--- src/rtl/layer_pkg.sv ---
// Shared types and helpers for the layer_* pipeline stages.
package layer_pkg;

    typedef enum logic [0:0] {ST_ACC, ST_OUT} argmax_state_t;

    // Width needed to hold any value 0..n.
    function automatic int clog2_plus1(input int n);
        return $clog2(n + 1);
    endfunction

endpackage

--- src/rtl/argmax_cmp.sv ---
// Running-maximum select: keeps the current best unless the new element is strictly larger.
module argmax_cmp #(
    parameter int T    = 9,
    parameter int LOGM = 3
) (
    input  logic signed [T-1:0]    cur_val,
    input  logic        [LOGM-1:0] cur_idx,
    input  logic signed [T-1:0]    new_val,
    input  logic        [LOGM-1:0] new_idx,
    input  logic                   first,
    output logic signed [T-1:0]    nxt_val,
    output logic        [LOGM-1:0] nxt_idx
);

    // Strict compare so that ties keep the earlier (lower) index.
    always_comb begin
        if (first || (new_val > cur_val)) begin
            nxt_val = new_val;
            nxt_idx = new_idx;
        end else begin
            nxt_val = cur_val;
            nxt_idx = cur_idx;
        end
    end

endmodule

--- src/rtl/layer_argmax.sv ---
// Streaming arg-max over one M-element signed vector; emits the winning index.
// Optional max_out port is enabled by defining LAYER_ARGMAX_MAXVAL_EN.
module layer_argmax
    import layer_pkg::*;
#(
    parameter int M    = 5,
    parameter int T    = 9,
    parameter int LOGM = clog2_plus1(M)
) (
    input  logic                   clk,
    input  logic                   reset,
    input  logic                   s_valid,
    output logic                   s_ready,
    input  logic signed [T-1:0]    data_in,
    output logic                   m_valid,
    input  logic                   m_ready,
    output logic        [LOGM-1:0] data_out
`ifdef LAYER_ARGMAX_MAXVAL_EN
    ,
    output logic signed [T-1:0]    max_out
`endif
);

    localparam logic [LOGM-1:0] LAST_IDX = LOGM'(M - 1);

    argmax_state_t          state_q, state_d;
    logic [LOGM-1:0]        count_q;
    logic [LOGM-1:0]        best_idx_q;
    logic signed [T-1:0]    best_val_q;
    logic [LOGM-1:0]        nxt_idx;
    logic signed [T-1:0]    nxt_val;
    logic                   accept;
    logic                   last;

    assign accept = s_valid && s_ready;
    assign last   = (count_q == LAST_IDX);

    argmax_cmp #(.T(T), .LOGM(LOGM)) u_cmp (
        .cur_val (best_val_q),
        .cur_idx (best_idx_q),
        .new_val (data_in),
        .new_idx (count_q),
        .first   (count_q == '0),
        .nxt_val (nxt_val),
        .nxt_idx (nxt_idx)
    );

    // NOTE: sequential state uses non-blocking assignments so every register samples pre-edge values.
    always_ff @(posedge clk or negedge reset) begin
        if (!reset) state_q <= ST_ACC;
        else        state_q <= state_d;
    end

    // NOTE: default assignment first so no path through always_comb can infer a latch.
    always_comb begin
        state_d = state_q;
        case (state_q)
            ST_ACC:  if (accept && last) state_d = ST_OUT;
            ST_OUT:  if (m_ready)        state_d = ST_ACC;
            default: state_d = ST_ACC;
        endcase
    end

    // s_ready is gated by reset so nothing is consumed while reset is held.
    always_comb begin
        s_ready = reset && (state_q == ST_ACC);
        m_valid = (state_q == ST_OUT);
    end

    // Best registers hold through OUT because no word is accepted there.
    always_ff @(posedge clk or negedge reset) begin
        if (!reset) begin
            count_q    <= '0;
            best_idx_q <= '0;
            best_val_q <= '0;
        end else if (accept) begin
            best_val_q <= nxt_val;
            best_idx_q <= nxt_idx;
            count_q    <= last ? '0 : count_q + LOGM'(1);
        end
    end

    assign data_out = best_idx_q;
`ifdef LAYER_ARGMAX_MAXVAL_EN
    assign max_out  = best_val_q;
`endif

endmodule

--- config.mk ---
export PLATFORM = sky130hd
export DESIGN_NAME = layer_argmax
export DESIGN_NICKNAME = d
export VERILOG_FILES = /design/src/rtl/layer_pkg.sv /design/src/rtl/argmax_cmp.sv /design/src/rtl/layer_argmax.sv
export SDC_FILE = /design/constraint.sdc
export NUM_CORES = 1
export LEC_CHECK = 0
export CAP_MARGIN = 25
export CELL_PAD_IN_SITES_DETAIL_PLACEMENT = 2
export CELL_PAD_IN_SITES_GLOBAL_PLACEMENT = 2
export CORE_ASPECT_RATIO = 1.2
export CORE_MARGIN = 1
export CORE_UTILIZATION = 35
export DETAILED_ROUTE_END_ITERATION = 16
export GPL_TIMING_DRIVEN = 0
export HOLD_SLACK_MARGIN = 0.1
export PLACE_DENSITY_LB_ADDON = 0.1
export SLEW_MARGIN = 0
export SYNTH_ARGS = -nofsm -noshare
export SYNTH_HDL_FRONTEND = slang
export SYNTH_SLANG_ARGS = --single-unit
--- constraint.sdc ---
create_clock -name clk -period 4.4 [get_ports clk]
set_clock_uncertainty 0.1 [all_clocks]
set_input_delay 1.1 -clock clk [delete_from_list [all_inputs] [get_ports clk]]
set_output_delay 1.1 -clock clk [all_outputs]
set_load 0.02 [all_outputs]
Word-level counts from Yosys, hierarchy flattened
Cells that the tools add are included.
{"block": "totals", "regBits": 16, "output_inout_bits": 5, "elab_cells": 18}
{"block": "classes", "add_sub_neg": 1, "order_cmp": 1, "eq_ne": 1, "muxes": 4, "bitwise_logic": 1, "n_reduce_logical": 6}
{"operator": "$gt 9x9->1", "n": 1}
{"operator": "$add 3x1->3 const B", "n": 1}
{"operator": "$eq 3x3->1 const B", "n": 1}
{"operator": "$logic_and 1x1->1", "n": 3}
{"operator": "$logic_not 3->1", "n": 1}
{"operator": "$mux 3", "n": 1}
{"operator": "$mux 1", "n": 2}
{"operator": "$pmux 1 s2", "n": 1}
{"operator": "$reduce_and 2->1", "n": 1}
{"operator": "$logic_or 1x1->1", "n": 1}
{"operator": "$not 1->1", "n": 1}

Logic depth before layout (Yosys ltp)
{"block": "logic_depth", "ltp_word": 6, "depth_mapped": 8, "ltp_nobuf": 7}

Hierarchy
A second synthesis with hierarchy kept.
{"block": "hier_totals", "cells_unflattened": 93, "area_unflattened_um2": 1136.1}
{"mod": "layer_argmax", "n_inst": 1, "cells_each": 45, "area_per_inst_um2": 701.9, "seq_area_each_um2": 400.4}
{"mod": "argmax_cmp", "n_inst": 1, "cells_each": 48, "area_per_inst_um2": 434.2, "seq_area_each_um2": 0.0}

Least setup slack after synthesis
Ideal clock, no wire load.
{"block": "synth_timing", "path_kind": "in2reg", "from": "input data_in[8]", "to": "register best_val_q[2]", "setup_ps": 125, "arrival_ps": 2564, "required_time_ps": 4175, "slack_ps": 1611, "stages": 7, "n_path_buf": 1, "path_cell_list": "ha_1 -> and4_1 -> nor3b_2 -> a211oi_2 -> o31ai_4 -> buf_6 -> mux2_4"}
{"block": "synth_between", "elab_chain_len": 3}
{"item": "from (decl)", "line_no": "layer_argmax.sv:14", "text": "input logic signed [T-1:0] data_in,"}
{"item": "$gt 9x9->1", "line_no": "argmax_cmp.sv:17", "text": "if (first || (new_val > cur_val)) begin"}
{"item": "$logic_or 1x1->1", "line_no": "argmax_cmp.sv:17"}
{"item": "$reduce_and 2->1 (no line)"}
{"item": "to (signal assigned)", "line_no": "layer_argmax.sv:77", "text": "best_val_q <= nxt_val;"}
{"item": "to (decl)", "line_no": "layer_argmax.sv:29", "text": "logic signed [T-1:0] best_val_q;"}
No other way between the ends.
A chain may end at the register's enable or synchronous reset.

Final worst setup path
{"block": "layout_timing", "from": "input reset", "to": "output s_ready"}
{"block": "layout_between", "elab_chain_len": 1}
{"item": "from (decl)", "line_no": "layer_argmax.sv:11", "text": "input logic reset,"}
{"item": "$logic_and 1x1->1", "line_no": "layer_argmax.sv:66", "text": "s_ready = reset && (state_q == ST_ACC);"}
{"item": "to (decl)", "line_no": "layer_argmax.sv:13", "text": "output logic s_ready,"}
No other way between the ends.

==> impl_summary.md <==
Cells and area
Cells with a size suffix above 1 make up 20.79% of the layout. In the final design database the tool counted 127 nets. The area growth from synthesis to layout is 24.38%. Once layout is done, the placed cells without fillers occupy 0.001194 sq mm. The antenna diode count is 0.

Synthesis
The simple-gate portion of the synthesized area is 8.735%. Summing every instance area after synthesis gives 959.7 sq um. The synthesized instance count is 81.

The synthesized design contains 16 register bits. For this run, the number of Yosys warnings is 0. Of the synthesized area, sequential elements account for 41.72%. By area, the combinational part of the netlist is dominated by multiplexers.

The synthesized netlist devotes 0% of its cell area to XOR and XNOR gates. When the netlist entered floorplanning its net count stood at 105. The area share of fa/ha/maj cells after synthesis is 14.34%. Summing the areas of all compound-gate instances in the mapped netlist gives 9.778% of the synthesized area. The count of unique library cells instantiated by Yosys is 21.

The mux share of post-synthesis cell area is 19.17%. The synthesized area divided by synthesized cell count is 11.85 sq um.

Timing
The worst hold slack across all endpoints is 0.4178 ns. The total setup violations reported at the end of the flow is 0. The transition time of the tightest slew-check pin is 0.7830 ns. Setup repair after global routing left no endpoint under its margin. The peak clock frequency supported by timing is 0.2392 GHz. The worst pin sits at a relative slew slack of 47.64%. The number of hold violations in the final report is 0.

The number of max-slew violations in the final report is 0. The final total negative setup slack is 0 ns. The smallest clock period supported by the final layout is computed as 4.180 ns. Dividing the final minimum period by the clock period gives 95.00%.

Routing
The post-detailed-route via-to-cell ratio is 4.955. Before antenna repair, the detailed router went through 2 iterations. For this block, the routed nets add up to 1844 um of wire. The post-detailed-route wirelength per cell is 13.76 um. Summing over every cut layer, the via total after detailed routing is 664.

For this run, design rule violations remaining after detail routing come to 0. The iteration-0 DRC count of the detailed router is 4. The post-detailed-route count of antenna-violating nets is 0.

Clocking
The clock sink count is 16. The H-tree level count is 1. Counting the buffers created by CTS gives 3. The count of hold buffers inserted by post-cts repair is 0.

Clock-pin slew was measured on the worst setup and hold paths at 0.09 ns. The clock passes through at most 2 buffers. Clock latency on the worst-skew pair, taken at its later pin, is 0.29 ns. The tree is rooted in a sky130_fd_sc_hd__clkbuf_4.

The CTS tree is yes. Gates resized during post-CTS repair numbered 0. Buffers added to address setup during post-CTS repair amount to 0.

Floorplan
The core region area is 0.002577 sq mm. The die is 49.80 um wide. The total I/O pin count is 18. The initial core utilization is 37.23%. The floorplan die area is 0.002956 sq mm. The standard-cell row count is 20.

The height of the die is 59.36 um.

Pwr
Across the VDD grid, the largest voltage drop is 0.0003192 V. Summed over all cells, the static leakage comes to 0.5590 nW. Overall power consumption after layout is estimated at 0.0007228 W. The power per standard cell area is 605.5 mW/mm^2.

Critical path
For the worst flop-to-flop path, the logic depth is 8. The endpoint arrival time on the critical path is 2.98 ns. The worst-path cell with the longest stage delay is sky130_fd_sc_hd__clkdlybuf4s50_1. The highest net fanout along the worst path is 17.

The kind of cell with the highest combined delay along the critical path is buffers and inverters. The critical path launch point type is an input port. In this design, the stage delay of the slowest critical-path cell is 0.98 ns. The end of the worst register-to-register path is data_out[0]$_DFFE_PN0P_.

The worst-case register-to-register setup slack is 2.16 ns. The startpoint identified for the worst register-to-register timing path is best_val_q[8]$_DFFE_PN0P_. The worst setup path is captured at an output pin. The count of buffer and inverter cells on the critical path is 2. The most repeated library cell on the critical path is sky130_fd_sc_hd__clkdlybuf4s50_1. The worst setup path is of the in -> out kind. The signal on the critical path passes through clkdlybuf4s50_1 > and2b_2 > clkdlybuf4s50_1. STA puts the critical path data required time at 3.20 ns.

Worst hold path
For hold timing, the worst endpoint is best_val_q[1]$_DFFE_PN0P_. The hold path startpoint is best_val_q[1]$_DFFE_PN0P_. The worst hold path belongs to the class reg -> reg. Along the worst hold path, the cell count comes to 1.

Job
The tool flagged a number of max-cap violations equal to 0.

Global route
The first global-routing pass estimated 3153 um of wire. The initial antenna violation count is 0. The all-layer global routing usage is 14.73%. For this run the aggregate overflow at the end of global routing stands at 0. The via count of the first global-routing pass came to 702. The largest net degree at the start of global routing is 18.

Placed design
After detailed placement, the total cell area comes to 0.001171 sq mm. Port buffering added 17 buffers. The total half-perimeter wirelength after legalization and detailed placement is 1423 um.

The congestion estimate from routability-driven global placement came to 0.6721.

Run status
The run finished with clean final reports.
per-layer routing:
layer / GRT usage (%) / wire length [um] / vias to the layer above
met3: 2.308 / 48 / 4
met1: 16.61 / 823 / 327
met2: 25.10 / 919 / 11
met5: 0 / 0 / -
met4: 11.02 / 52 / 0
li1: - / - / 322
report_power, final:
group | internal, W | switching [W]
Sequential | 0.000218 | 0.0000474
Combinational | 0.000214 | 0.000166
Clock | 0.0000319 | 0.0000457
sequential cells by signal, summed over array words and instances (netlist names):
name,count
m_valid,1
count_q,3
data_out,3
best_val_q,9
logic make-up (layout without fill, tap and decap cells):
logic type / count (synthesis) / after routing
adders and majority gates: 11 / 11
muxes: 13 / 13
buffers and inverters: 14 / 34
AOI/OAI and AO/OA: 13 / 13
DFF: 16 / 16
and+or+nand+nor: 14 / 14
cells in the mapped netlist:
cell | instances | area, sq um
sky130_fd_sc_hd__nand2b_1 | 1 | 6.260
sky130_fd_sc_hd__o21ai_0 | 5 | 25.02
sky130_fd_sc_hd__a21oi_1 | 3 | 15.01
sky130_fd_sc_hd__ha_1 | 11 | 137.6
sky130_fd_sc_hd__nor2_1 | 2 | 7.510
sky130_fd_sc_hd__nand2_1 | 4 | 15.01
sky130_fd_sc_hd__dfrtp_1 | 16 | 400.4
sky130_fd_sc_hd__buf_6 | 1 | 11.26
sky130_fd_sc_hd__o22ai_1 | 2 | 12.51
sky130_fd_sc_hd__a21o_1 | 1 | 7.510
sky130_fd_sc_hd__nor3b_1 | 1 | 7.510
sky130_fd_sc_hd__a211oi_2 | 1 | 12.51
sky130_fd_sc_hd__o31ai_4 | 1 | 21.27
sky130_fd_sc_hd__and4_1 | 1 | 8.760
sky130_fd_sc_hd__nand4_1 | 2 | 12.51
sky130_fd_sc_hd__mux2_4 | 10 | 150.1
sky130_fd_sc_hd__nor3b_2 | 1 | 12.51
sky130_fd_sc_hd__inv_1 | 13 | 48.80
sky130_fd_sc_hd__nand3_1 | 1 | 5.000
sky130_fd_sc_hd__mux2_2 | 3 | 33.78
sky130_fd_sc_hd__and2b_2 | 1 | 8.760
stage by stage:
stage          setup slack, ns  utilization, %  instances
2_1_floorplan            1.611               -         81
6_report                0.2199           46.31        134
3_3_place_gp            0.1619           45.44        131
5_1_grt                0.04405           46.31        134
4_1_cts                 0.1661           46.31        134
3_5_place_dp            0.1582           45.44        131
worst max-delay path by stage:
stage                     from                         to  slack (ns)  depth (start not counted)
finish                   reset                    s_ready        0.22                          3
global route             reset                    s_ready        0.04                          3
CTS                      reset                    s_ready        0.17                          3
detailed placement       reset                    s_ready        0.16                          3
global placement         reset                    s_ready        0.16                          3
floorplan           data_in[8]  best_val_q[2]$_DFFE_PN0P_        1.61                          7
cell type report:
type / count / area (sq um)
clock buffer: 3 / 22.52
multi-input combinational: 51 / 499.2
sequential: 16 / 400.4
inverter: 13 / 48.80
timing repair buffer: 17 / 170.2
fill: 262 / 1384
tap: 33 / 41.29
buffer: 1 / 11.26
layout by cell type (no fill, tap or decap), drive strengths merged:
cell,Yosys,layout
o21ai,5,5
nand3,1,1
a211oi,1,1
o22ai,2,2
and4,1,1
clkdlybuf4s50,0,17
nand2,4,4
dfrtp,16,16
inv,13,13
o31ai,1,1
nand4,2,2
a21o,1,1
nor3b,2,2
mux2,13,13
and2b,1,1
nand2b,1,1
ha,11,11
a21oi,3,3
nor2,2,2
buf,1,1
clkbuf,0,3
(Power assumes the default switching activity.)
